### src/rtl/bp_me_mem_ordered_router.sv
// Ordered memory router: steers commands to the L2 slice or config device
// and returns responses strictly in acceptance order via a tag FIFO.
package bp_me_mem_ordered_router_pkg;

    typedef enum logic [3:0] {
        e_bp_inv_cfg = 4'd0
    } bp_params_e;

    localparam int paddr_width_p     = 40;
    localparam int cce_block_width_p = 64;
    localparam int lce_id_width_p    = 4;
    localparam int lce_assoc_p       = 8;
    localparam int way_id_width_lp   = $clog2(lce_assoc_p);

    typedef struct packed {
        logic [lce_id_width_p-1:0]  lce_id;
        logic [way_id_width_lp-1:0] way_id;
    } bp_cce_mem_payload_s;

    typedef struct packed {
        logic [3:0]               msg_type;
        logic [paddr_width_p-1:0] addr;
        logic [2:0]               size;
        bp_cce_mem_payload_s      payload;
    } bp_cce_mem_header_s;

    typedef struct packed {
        bp_cce_mem_header_s           header;
        logic [cce_block_width_p-1:0] data;
    } bp_cce_mem_msg_s;

    localparam int cce_mem_msg_width_lp = $bits(bp_cce_mem_msg_s);

endpackage

module bp_me_mem_ordered_router
    import bp_me_mem_ordered_router_pkg::*;
#(
    parameter bp_params_e bp_params_p = e_bp_inv_cfg,
    parameter int max_outstanding_p = 4,
    parameter int cfg_device_id_p = 1,
    localparam int msg_width_lp = cce_mem_msg_width_lp,
    localparam int cnt_width_lp = $clog2(max_outstanding_p+1)
) (
    input  logic                    clk_i,
    input  logic                    reset_i,
    input  logic [msg_width_lp-1:0] mem_cmd_i,
    input  logic                    mem_cmd_v_i,
    output logic                    mem_cmd_ready_o,
    output logic [msg_width_lp-1:0] mem_resp_o,
    output logic                    mem_resp_v_o,
    input  logic                    mem_resp_yumi_i,
    output logic [msg_width_lp-1:0] cache_cmd_o,
    output logic                    cache_cmd_v_o,
    input  logic                    cache_cmd_ready_i,
    input  logic [msg_width_lp-1:0] cache_resp_i,
    input  logic                    cache_resp_v_i,
    output logic                    cache_resp_yumi_o,
    output logic [msg_width_lp-1:0] cfg_cmd_o,
    output logic                    cfg_cmd_v_o,
    input  logic                    cfg_cmd_ready_i,
    input  logic [msg_width_lp-1:0] cfg_resp_i,
    input  logic                    cfg_resp_v_i,
    output logic                    cfg_resp_yumi_o,
    output logic [cnt_width_lp-1:0] outstanding_o,
    output logic [15:0]             err_cnt_o
);

    localparam logic [1:0] dest_cache_lp = 2'd0;
    localparam logic [1:0] dest_cfg_lp   = 2'd1;
    localparam logic [1:0] dest_err_lp   = 2'd2;
    localparam int ptr_width_lp = $clog2(max_outstanding_p);

    bp_cce_mem_msg_s    cmd;
    bp_cce_mem_msg_s    resp_sel;
    bp_cce_mem_header_s err_r;
    logic               err_v_r;
    logic [15:0]        err_cnt_r;

    logic [1:0]              tags_r [max_outstanding_p];
    logic [ptr_width_lp-1:0] rptr_r, wptr_r;
    logic [cnt_width_lp-1:0] count_r;
    logic [1:0]              dest, head;
    logic                    is_cache, is_cfg;
    logic                    full, empty, target_ready, push, pop;

    assign cmd      = mem_cmd_i;
    assign is_cache = |cmd.header.addr[paddr_width_p-1:31];
    assign is_cfg   = ~is_cache
                    & (cmd.header.addr[23:20] == 4'(cfg_device_id_p));

    // Destination decode of the incoming command
    always_comb begin
        unique case (1'b1)
            is_cache: dest = dest_cache_lp;
            is_cfg:   dest = dest_cfg_lp;
            default:  dest = dest_err_lp;
        endcase
    end

    assign full  = (count_r == cnt_width_lp'(max_outstanding_p));
    assign empty = (count_r == '0);
    assign head  = tags_r[rptr_r];

    // Readiness of the selected target; ERR slot holds one header
    always_comb begin
        unique case (dest)
            dest_cache_lp: target_ready = cache_cmd_ready_i;
            dest_cfg_lp:   target_ready = cfg_cmd_ready_i;
            default:       target_ready = ~err_v_r;
        endcase
    end

    assign cache_cmd_o     = mem_cmd_i;
    assign cfg_cmd_o       = mem_cmd_i;
    assign cache_cmd_v_o   = ~reset_i & mem_cmd_v_i & ~full
                           & (dest == dest_cache_lp);
    assign cfg_cmd_v_o     = ~reset_i & mem_cmd_v_i & ~full
                           & (dest == dest_cfg_lp);
    assign mem_cmd_ready_o = ~reset_i & ~full & target_ready;
    assign push            = mem_cmd_v_i & mem_cmd_ready_o;

    // Response mux steered by the oldest outstanding tag
    always_comb begin
        resp_sel     = '0;
        mem_resp_v_o = 1'b0;
        unique case (head)
            dest_cache_lp: begin
                resp_sel     = cache_resp_i;
                mem_resp_v_o = cache_resp_v_i;
            end
            dest_cfg_lp: begin
                resp_sel     = cfg_resp_i;
                mem_resp_v_o = cfg_resp_v_i;
            end
            default: begin
                resp_sel.header = err_r;
                mem_resp_v_o    = err_v_r;
            end
        endcase
        mem_resp_v_o = mem_resp_v_o & ~empty & ~reset_i;
    end

    assign mem_resp_o        = resp_sel;
    assign pop               = mem_resp_yumi_i & mem_resp_v_o;
    assign cache_resp_yumi_o = pop & (head == dest_cache_lp);
    assign cfg_resp_yumi_o   = pop & (head == dest_cfg_lp);
    assign outstanding_o     = count_r;
    assign err_cnt_o         = err_cnt_r;

    // Tag storage; contents only meaningful below count_r
    always_ff @(posedge clk_i) begin
        if (push)
            tags_r[wptr_r] <= dest;
    end

    // Tag FIFO pointers and occupancy
    always_ff @(posedge clk_i) begin
        if (reset_i) begin
            rptr_r  <= '0;
            wptr_r  <= '0;
            count_r <= '0;
        end else begin
            if (push)
                wptr_r <= wptr_r + 1'b1;
            if (pop)
                rptr_r <= rptr_r + 1'b1;
            count_r <= count_r + cnt_width_lp'(push)
                               - cnt_width_lp'(pop);
        end
    end

    // Error slot: capture header, flag, and saturating counter
    always_ff @(posedge clk_i) begin
        if (reset_i) begin
            err_v_r   <= 1'b0;
            err_cnt_r <= '0;
        end else if (push && dest == dest_err_lp) begin
            err_v_r <= 1'b1;
            if (err_cnt_r != 16'hFFFF)
                err_cnt_r <= err_cnt_r + 16'd1;
        end else if (pop && head == dest_err_lp) begin
            err_v_r <= 1'b0;
        end
    end

    // Header of the error command awaiting its synthetic response
    always_ff @(posedge clk_i) begin
        if (push && dest == dest_err_lp)
            err_r <= cmd.header;
    end

    logic                    has_cache, has_cfg;
    logic [ptr_width_lp-1:0] idx;

    // Which sources have at least one outstanding tag
    always_comb begin
        has_cache = 1'b0;
        has_cfg   = 1'b0;
        idx       = '0;
        for (int i = 0; i < max_outstanding_p; i++) begin
            if (cnt_width_lp'(i) < count_r) begin
                idx = rptr_r + ptr_width_lp'(i);
                if (tags_r[idx] == dest_cache_lp)
                    has_cache = 1'b1;
                if (tags_r[idx] == dest_cfg_lp)
                    has_cfg = 1'b1;
            end
        end
    end

    // Protocol checks on the upstream and downstream response ports
    always_ff @(posedge clk_i) begin
        if (!reset_i) begin
            assert (bp_params_p == e_bp_inv_cfg)
                else $error("router: unsupported bp_params_p");
            assert (!(mem_resp_yumi_i && !mem_resp_v_o))
                else $error("router: yumi without valid");
            assert (!(cache_resp_v_i && !has_cache))
                else $error("router: unexpected cache response");
            assert (!(cfg_resp_v_i && !has_cfg))
                else $error("router: unexpected cfg response");
        end
    end

endmodule
### config.mk
export PLATFORM = sky130hd
export DESIGN_NAME = bp_me_mem_ordered_router
export DESIGN_NICKNAME = d
export VERILOG_FILES = /design/src/rtl/bp_me_mem_ordered_router.sv
export SDC_FILE = /design/constraint.sdc
export NUM_CORES = 1
export LEC_CHECK = 0
export ABC_AREA = 1
export CAP_MARGIN = 20
export CORE_AREA = 5 5 285 287
export CTS_BUF_LIST = sky130_fd_sc_hd__clkbuf_4 sky130_fd_sc_hd__clkbuf_8
export DETAILED_ROUTE_END_ITERATION = 8
export DIE_AREA = 0 0 290 292
export PLACE_DENSITY = 0.33
export SETUP_SLACK_MARGIN = 0.2
export SLEW_MARGIN = 20
export SYNTH_ARGS = -nofsm -noshare
export SYNTH_HDL_FRONTEND = slang
export SYNTH_SLANG_ARGS = --single-unit
### constraint.sdc
create_clock -name clk_i -period 4.2 [get_ports clk_i]
set_clock_uncertainty 0.05 [all_clocks]
set_input_delay 0.42 -clock clk_i [delete_from_list [all_inputs] [get_ports clk_i]]
set_output_delay 0.42 -clock clk_i [all_outputs]
set_load 0.005 [all_outputs]
# After elaboration in Yosys (flattened, before gate mapping)
# Memory sizes are Yosys's and may differ from the RTL's. A register that Yosys moved wholly into a read port is not among the register bits.
# Cells that the tools add are included.
dict set report op_classes {
  n_addsub 5
  mul 0
  div_mod_pow 0
  order_cmp 0
  n_eq_ne 7
  n_shift 0
  muxes 11
  bitwise 18
  reduce_logical 8
}
# operator count
set ops {}
lappend ops {{one-hot mux 64 bit (2 select lines)} 1}
lappend ops {{one-hot mux 54 bit (2 select lines)} 1}
lappend ops {{adder 16 x 1 -> 16 bit (second input constant)} 1}
lappend ops {{inequality test 16 bit (second input constant)} 1}
lappend ops {{bitwise AND 1 bit} 13}
lappend ops {{OR reduction 9 bit} 1}
lappend ops {{inverter 1 bit} 5}
lappend ops {{adder 2 x 1 -> 2 bit (second input constant)} 2}
lappend ops {{== test 2 x 1 -> 1 bit (second input constant)} 2}
lappend ops {{== test 2 bit (second input constant)} 2}
lappend ops {{== test 4 x 1 -> 1 bit (second input constant)} 1}
lappend ops {{zero test 2 bit} 2}
lappend ops {{two-way mux 1 bit} 4}
lappend ops {{two-way mux 2 bit} 2}
lappend ops {{one-hot mux 1 bit (2 select lines)} 2}
lappend ops {{one-hot mux 2 bit (2 select lines)} 1}
lappend ops {{adder 3 x 1 -> 3 bit} 1}
lappend ops {{== test 3 bit (second input constant)} 1}
lappend ops {{zero test 3 bit} 1}
lappend ops {{subtractor 3 x 1 -> 3 bit} 1}
lappend ops {{logical AND 1 bit} 2}
lappend ops {{AND reduction 2 bit} 1}
lappend ops {{nonzero test 2 bit} 1}
dict set report totals {
  ff_bits 78
  latchBits 0
  ramBits 8
  mem_bits_ro 0
  input_bits 362
  out_inout_bits 379
  wordCells 60
  mem_count 1
}
# name words word_bits read_ports rd_clocked_by_memory_dff write_ports line
set mem_list {}
lappend mem_list {tags_r 4 2 1 1 1 80} ;# logic [1:0] tags_r [max_outstanding_p];

# Depth between registers and ports, before layout
# Gate-level depths: netlist of the first run.
dict set report depth {
  ltp_word 10
  ltp_mapped 16
  depth_no_buf 16
}

# Worst setup path before layout of the first run
# OpenSTA, ideal clock, no wires.
dict set report synth_path {
  path_kind {input-to-reg}
  from {input mem_cmd_i[108]}
  to {register err_r[0] (netlist name), enable pin}
  setup_ps 408
  t_arrival_ps 2286
  required_ps 3742
  setup_slack_ps 1456
  stages 8
  n_path_buf 1
  path_cell_list {nor2_1 > nand3_1 > nor2_4 > inv_2 > nor2_4 > nand4_2 > clkbuf_1 > inv_1}
}
dict set report synth_between {
  elab_chain_len 9
  elab_cells_between_ends 11
  cone_classes {eq/ne (2); mux (2); bitwise (4); reduce/logical (3)}
}
# element line
set synth_rtl {}
lappend synth_rtl {{from (decl)} 47} ;# input logic [msg_width_lp-1:0] mem_cmd_i,
lappend synth_rtl {{OR reduction 9 bit *} 88} ;# assign is_cache = |cmd.header.addr[paddr_width_p-1:31];
lappend synth_rtl {{inverter 1 bit} 89} ;# assign is_cfg = ~is_cache
lappend synth_rtl {{bitwise AND 1 bit} 90} ;# & (cmd.header.addr[23:20] == 4'(cfg_device_id_p));
lappend synth_rtl {{one-hot mux 2 bit (2 select lines) *} 94} ;# unique case (1'b1)
lappend synth_rtl {{named net dest[1]} 83} ;# logic [1:0] dest, head;
lappend synth_rtl {{== test 2 x 1 -> 1 bit / zero test 2 bit (equally long branches)} 107} ;# unique case (dest)
lappend synth_rtl {{one-hot mux 1 bit (2 select lines)} 107}
lappend synth_rtl {{bitwise AND 1 bit} 120} ;# assign mem_cmd_ready_o = ~reset_i & ~full & target_ready;
lappend synth_rtl {{bitwise AND 1 bit} 121} ;# assign push = mem_cmd_v_i & mem_cmd_ready_o;
lappend synth_rtl {{logical AND 1 bit *} 189} ;# if (push && dest == dest_err_lp)
lappend synth_rtl {{to (signal assigned)} 190} ;# err_r <= cmd.header;
lappend synth_rtl {{to (decl)} 76} ;# bp_cce_mem_header_s err_r;
# Mark *: on every way through the listed nets, which the timed path passes. The rest lies on a longest branch.
# A chain may end at the register's enable or synchronous reset.

==> impl_metrics.ini, run 1 <==
[clock_tree]
cts-resized-gates = 0
ctsHoldBuffers = 0
clkLatencyLatePin_ps = 430
cts_tree = built
cts.htree.levels = 3
cts-root-buf = clkbuf_8
numCtsBuffers = 9
clock_sinks = 88
clkTransAtPathRegs_ps = 110
post-cts-setup-buffers = 0
cts_buffer_depth = 2

[critical_path]
r2r_end = outstanding_o[2]$_SDFF_PP0_
cp_cell_sequence = inv_2, nand2_1, nand3_1, nand2_4, buf_4, nand3_1, nand2_1, clkdlybuf4s50_1
rrSetupSlack_ps = 1120
path_delay_family = buffers and inverters
path_buf_inv = 3
cp.required_ps = 3730
crit_type = flip-flop to output port
cpPeakStageDelay_ps = 680
path_max_fanout = 62
cp_slowest_cell = buf_4
cp-start-kind = flip-flop
rr_worst_depth = 14
critPathArrivalTime_ps = 3170
end_kind = output port

[timing]
setup_viol = 0
fmax_ghz = 0.275
slew_violations = 0
period_share_pct = 86.6
tightest_slew_ps = 845
post-route-min-period_ps = 3640
relSlewSlack_pct = 43.7
hold_violations = 0
fin_setup_tns_ps = 0
grt_setup_unrepaired = no

[routing]
antenna_left = 0
dr.max_layer_used = met5
wl_met3_um = 5670
viasPerCell = 3.31
wl_per_cell_um = 24.3
wl_met1_um = 19200
totalWireLength_um = 57200
vias = 7796
drt-initial-drc-count = 429
dr.pass1.iters = 5
route.detailed.drc = 0
met2_length_um = 31400

[yosys]
async_reset_ff_share_pct = 0
yosys-top-cells-area = edfxtp_1 25%, buf_4 24%, nand2_1 14%
syn_inst = 1012
synth_seq_cells = 88
syn_area_um2 = 7380
synth_nets = 1381
post-synth-top-area-fraction_pct = 25.2
avgSynthCellArea_um2 = 7.29
yosysWarnings = 0
synth_edf_count = 62
synth.largest_area_cell = edfxtp_1
synthFlopType = edfxtp_1
ys_seq_area_share_pct = 32.3
netlist-cell-type-count = 31

[grt]
grt-ovfl-total = 0
antenna_found_initial = 16
grt_first_pass_wirelength_um = 75500
grt_usage_pct = 12.8
grt_max_degree = 82
grt_pass1_vias = 8292

[placed_design]
dp_hpwl_um = 48600
place_congestion = 0.837
placed_cell_area_um2 = 12400
io_buffer_count = 548

[min_path]
min_to = rptr_r[1]$_SDFFE_PP0P_
hold_class = flip-flop to flip-flop
hold_depth = 2
min-delay-start = rptr_r[1]$_SDFFE_PP0P_

[power]
peakVddDrop_mv = 0.149
p_per_area_nw_per_um2 = 198
leakagePower_nw = 4.59

[cells_and_area]
drive_above_1_share_pct = 6.22
final_nets = 1666
area_delta_synth_final_pct = 71.5
fin_area_um2 = 12700

[run]
drv_cap = 0

[status]
status = completed

[floorplanning]
rows = 103
coreArea_um2 = 78400
dieArea_um2 = 84700
dieWidth_um = 290
chipHeight_um = 292
pin_count = 741
initial_utilization_pct = 9.41
==> registers in the layout, summed over array words and instances (netlist names), named ones only <==
signal and cells:
err_v_r 1, tags_r 8, outstanding_o 3, wptr_r 2, err_r 54, err_cnt_o 16
rptr_r 2
==> cell families after synthesis <==
group                    Yosys count  share of synthesized area, %
buffers and inverters            321                          28.9
AND/OR/NAND/NOR                  539                          32.3
XOR/XNOR                          16                          1.90
adder cells (fa/ha/maj)            7                          1.29
AO/OA/AOI/OAI                     41                          3.32
flip-flops                        88                          32.3
==> power by group <==
part,total [mW],internal (mW),switching (mW)
clock,0.736,0.346,0.390
combinational,0.832,0.493,0.339
sequential,0.933,0.929,0.00409
total,2.50,1.77,0.733
==> routing by layer <==
layer	vias to the layer above	track usage [%]
li1	3626	-
met1	3573	12.5
met2	523	25.1
met3	66	5.48
met4	8	2.34
met5	-	0
==> Yosys cell counts (all sizes together) (6+ instances only) <==
master	number
a21oi	24
nand4	7
nor2	35
nand3	190
dfxtp	26
nand2	294
inv	34
xor2	11
o21ai	16
ha	6
clkbuf	27
edfxtp	62
nor3	11
buf	260
==> cells in the final DEF, fill, tap and decap left out, drive strengths merged <==
cell           count
clkdlybuf4s50    534
clkinv             1
clkbuf            10
nor3b              2
o21a               1
nand2            294
nor3              11
buf               27
dfxtp             26
nand4              7
diode              2
nand3            190
a21oi             24
fa                 1
o21ai             16
ha                 6
nor2              35
xnor2              5
bufinv             2
xor2              11
edfxtp            62
inv               37
==> how the worst max path moves through the flow <==
stage,start,end,slack (ps),cells past startpoint
detailed placement,mem_cmd_i[109],outstanding_o[2]$_SDFF_PP0_,350,17
floorplan,mem_cmd_i[108],err_r[0]$_DFFE_PP_,1460,8
CTS,flip-flop,mem_resp_o[51],430,8
finish,flip-flop,mem_resp_o[35],560,8
global route,flip-flop,mem_resp_o[3],250,8
global placement,mem_cmd_i[109],outstanding_o[2]$_SDFF_PP0_,300,17
==> stage by stage <==
stage	power, mW	instances	setup WS, ps	util, %	hold WS, ps
after floorplan	1.29	1012	1460	-	416
after global placement	1.81	2336	303	15.9	441
after detailed placement	1.80	2336	348	15.9	450
after CTS	2.59	2352	431	16.1	472
after global routing	2.65	2352	249	16.1	506
final	2.50	2354	565	16.1	467
==> area by class of cell <==
type	instances	area, um^2
clock buffers	10	131
repair buffers	561	5720
diodes	2	5.00
well taps	1050	1310
fillers	8980	65700
clock inverters	6	88.8
flip-flops and latches	88	2380
multi-input cells	603	2880
inverters	34	128
==> worst register-to-register path, cell delays in order (launching register included) <==
cell and delay [ps]:
dfxtp_1 410, inv_2 70, nand2_1 80, nand3_1 120, nand2_4 330, nand3_1 160
nand3_1 190, nand3_1 320, xor2_1 280, ha_1 170, inv_1 50, fa_1 370
xor2_1 160, o21ai_0 180, a21oi_1 50
(Power assumes the default switching activity.)
==> run 2, diff against run 1 <==
CORE_AREA = 5 5 283 285   (was 5 5 285 287)
DIE_AREA = 0 0 288 290   (was 0 0 290 292)
PLACE_DENSITY = 0.34   (was 0.33)
clock period = 3.2 ns   (was 4.2 ns; I/O delays follow)
==> impl_metrics.ini, run 2 (synthesized netlist as in run 1, its figures left out) <==
[cells_and_area]
layout_common_cells = 489 x clkdlybuf4s50_1, 279 x nand2_1, 189 x nand3_1
largest_reg_flops = 54
area_delta_synth_final_pct = 80.0
nFillCells = 8764
utilization_pct = 17.2
drive_above_1_share_pct = 9.92
fin_cells = 2387
final_nets = 1705
final_common_cell = clkdlybuf4s50_1
largest-register = err_r

[routing]
wl_per_cell_um = 25.0
viasPerCell = 3.34
route.detailed.drc = 0
vias = 7965
drt-initial-drc-count = 356
dr.pass1.iters = 4
totalWireLength_um = 59700
antenna_left = 0

[critical_path]
path_max_fanout = 60
crit_type = flip-flop to output port
cp.required_ps = 2830
cp-start-kind = flip-flop
end_kind = output port
critPathArrivalTime_ps = 2560

[timing]
setup_viol = 0
fmax_ghz = 0.342
post-route-min-period_ps = 2930
relSlewSlack_pct = 60.5
slew_violations = 0
holdWs_ps = 439
tightest_slew_ps = 591
grt_setup_unrepaired = yes
hold_violations = 0
period_share_pct = 91.5

[floorplanning]
chipHeight_um = 290
dieArea_um2 = 83500
coreArea_um2 = 77100
pin_count = 741
initial_utilization_pct = 9.57
dieWidth_um = 288
rows = 102

[grt]
grt_max_degree = 68
grt_usage_pct = 13.5
antenna_found_initial = 12
grt_first_pass_wirelength_um = 77400
grt_pass1_vias = 8599
grt-ovfl-total = 0

[clock_tree]
clkLatencyLatePin_ps = 440
clkTransAtPathRegs_ps = 140
clock_sinks = 88
cts_tree = built
cts-root-buf = clkbuf_8
cts.htree.levels = 3
numCtsBuffers = 9
cts_buffer_depth = 2
ctsHoldBuffers = 0

[power]
peakVddDrop_mv = 0.164
total_power_mw = 3.29
p_per_area_nw_per_um2 = 248
leakagePower_nw = 5.23

[placed_design]
io_buffer_count = 548
place_congestion = 0.825
dp_hpwl_um = 50500
dpl.cell_count = 2351

[min_path]
hold_class = input port to flip-flop

[run]
drv_cap = 0

[status]
status = completed
run 2: through the flow:
stage | setup TNS [ps] | instance area (um^2) | worst slack [ps]
2_1_floorplan | 0 | 7380 | 556
3_3_place_gp | -68.1 | 12700 | -68.1
3_5_place_dp | -6.36 | 12700 | -6.36
4_1_cts | 0 | 13000 | 154
5_1_grt | 0 | 13300 | 102
6_report | 0 | 13300 | 273
run 2: layout make-up:
cell class              instances  area, um^2  area share, %
clock buffers                   9         124          0.933
well taps                    1040        1300           9.80
multi-input cells             603        2890           21.8
diodes                          6        15.0          0.113
clock inverters                 7        86.3          0.650
repair buffers                600        6350           47.8
flip-flops and latches         88        2380           18.0
inverters                      34         129          0.971
run 2: routing by layer:
metal  routed length (um)  track usage, %  vias up
met5                   57               0        -
met4                 1320            4.35        8
met3                 5610            5.10       50
met2                32600            25.8      531
met1                20200            13.3     3653
li1                     -               -     3723
run 2: report_power, final:
| part | leakage (nW) | internal, mW | total (mW) | switching, mW |
|---|---|---|---|---|
| sequential | 0.758 | 1.22 | 1.23 | 0.00545 |
| combinational | 4.36 | 0.704 | 1.18 | 0.474 |
| clock | 0.105 | 0.315 | 0.886 | 0.572 |
run 2: repair_timing:
action | CTS | global route
gates resized for setup | 18 | 31
buffers inserted | 3 | 6
setup endpoints to repair | 44 | 58
pin swaps | 1 | 0
endpoints found under the hold margin | 0 | 0
gates cloned | 2 | 3
run 2: worst paths after layout:
kind                          startpoint                          end  cells after the start  slack, ps
min                              reset_i  outstanding_o[1]$_SDFF_PP0_                      2        440
max               tags_r[3][1]$_DFFE_PP_               mem_resp_o[89]                      8        270
min reg2reg  outstanding_o[2]$_SDFF_PP0_  outstanding_o[2]$_SDFF_PP0_                      1        470
max reg2reg                    flip-flop  outstanding_o[2]$_SDFF_PP0_                     14        640
run 2: critical path, cell delays in order (launching register included):
cell	delay (ps)
edfxtp_1	420
nand2_2	80
nand3_2	100
nand2_4	120
buf_12	120
buf_16	210
nand3_1	200
nand3_1	190
clkdlybuf4s50_1	540
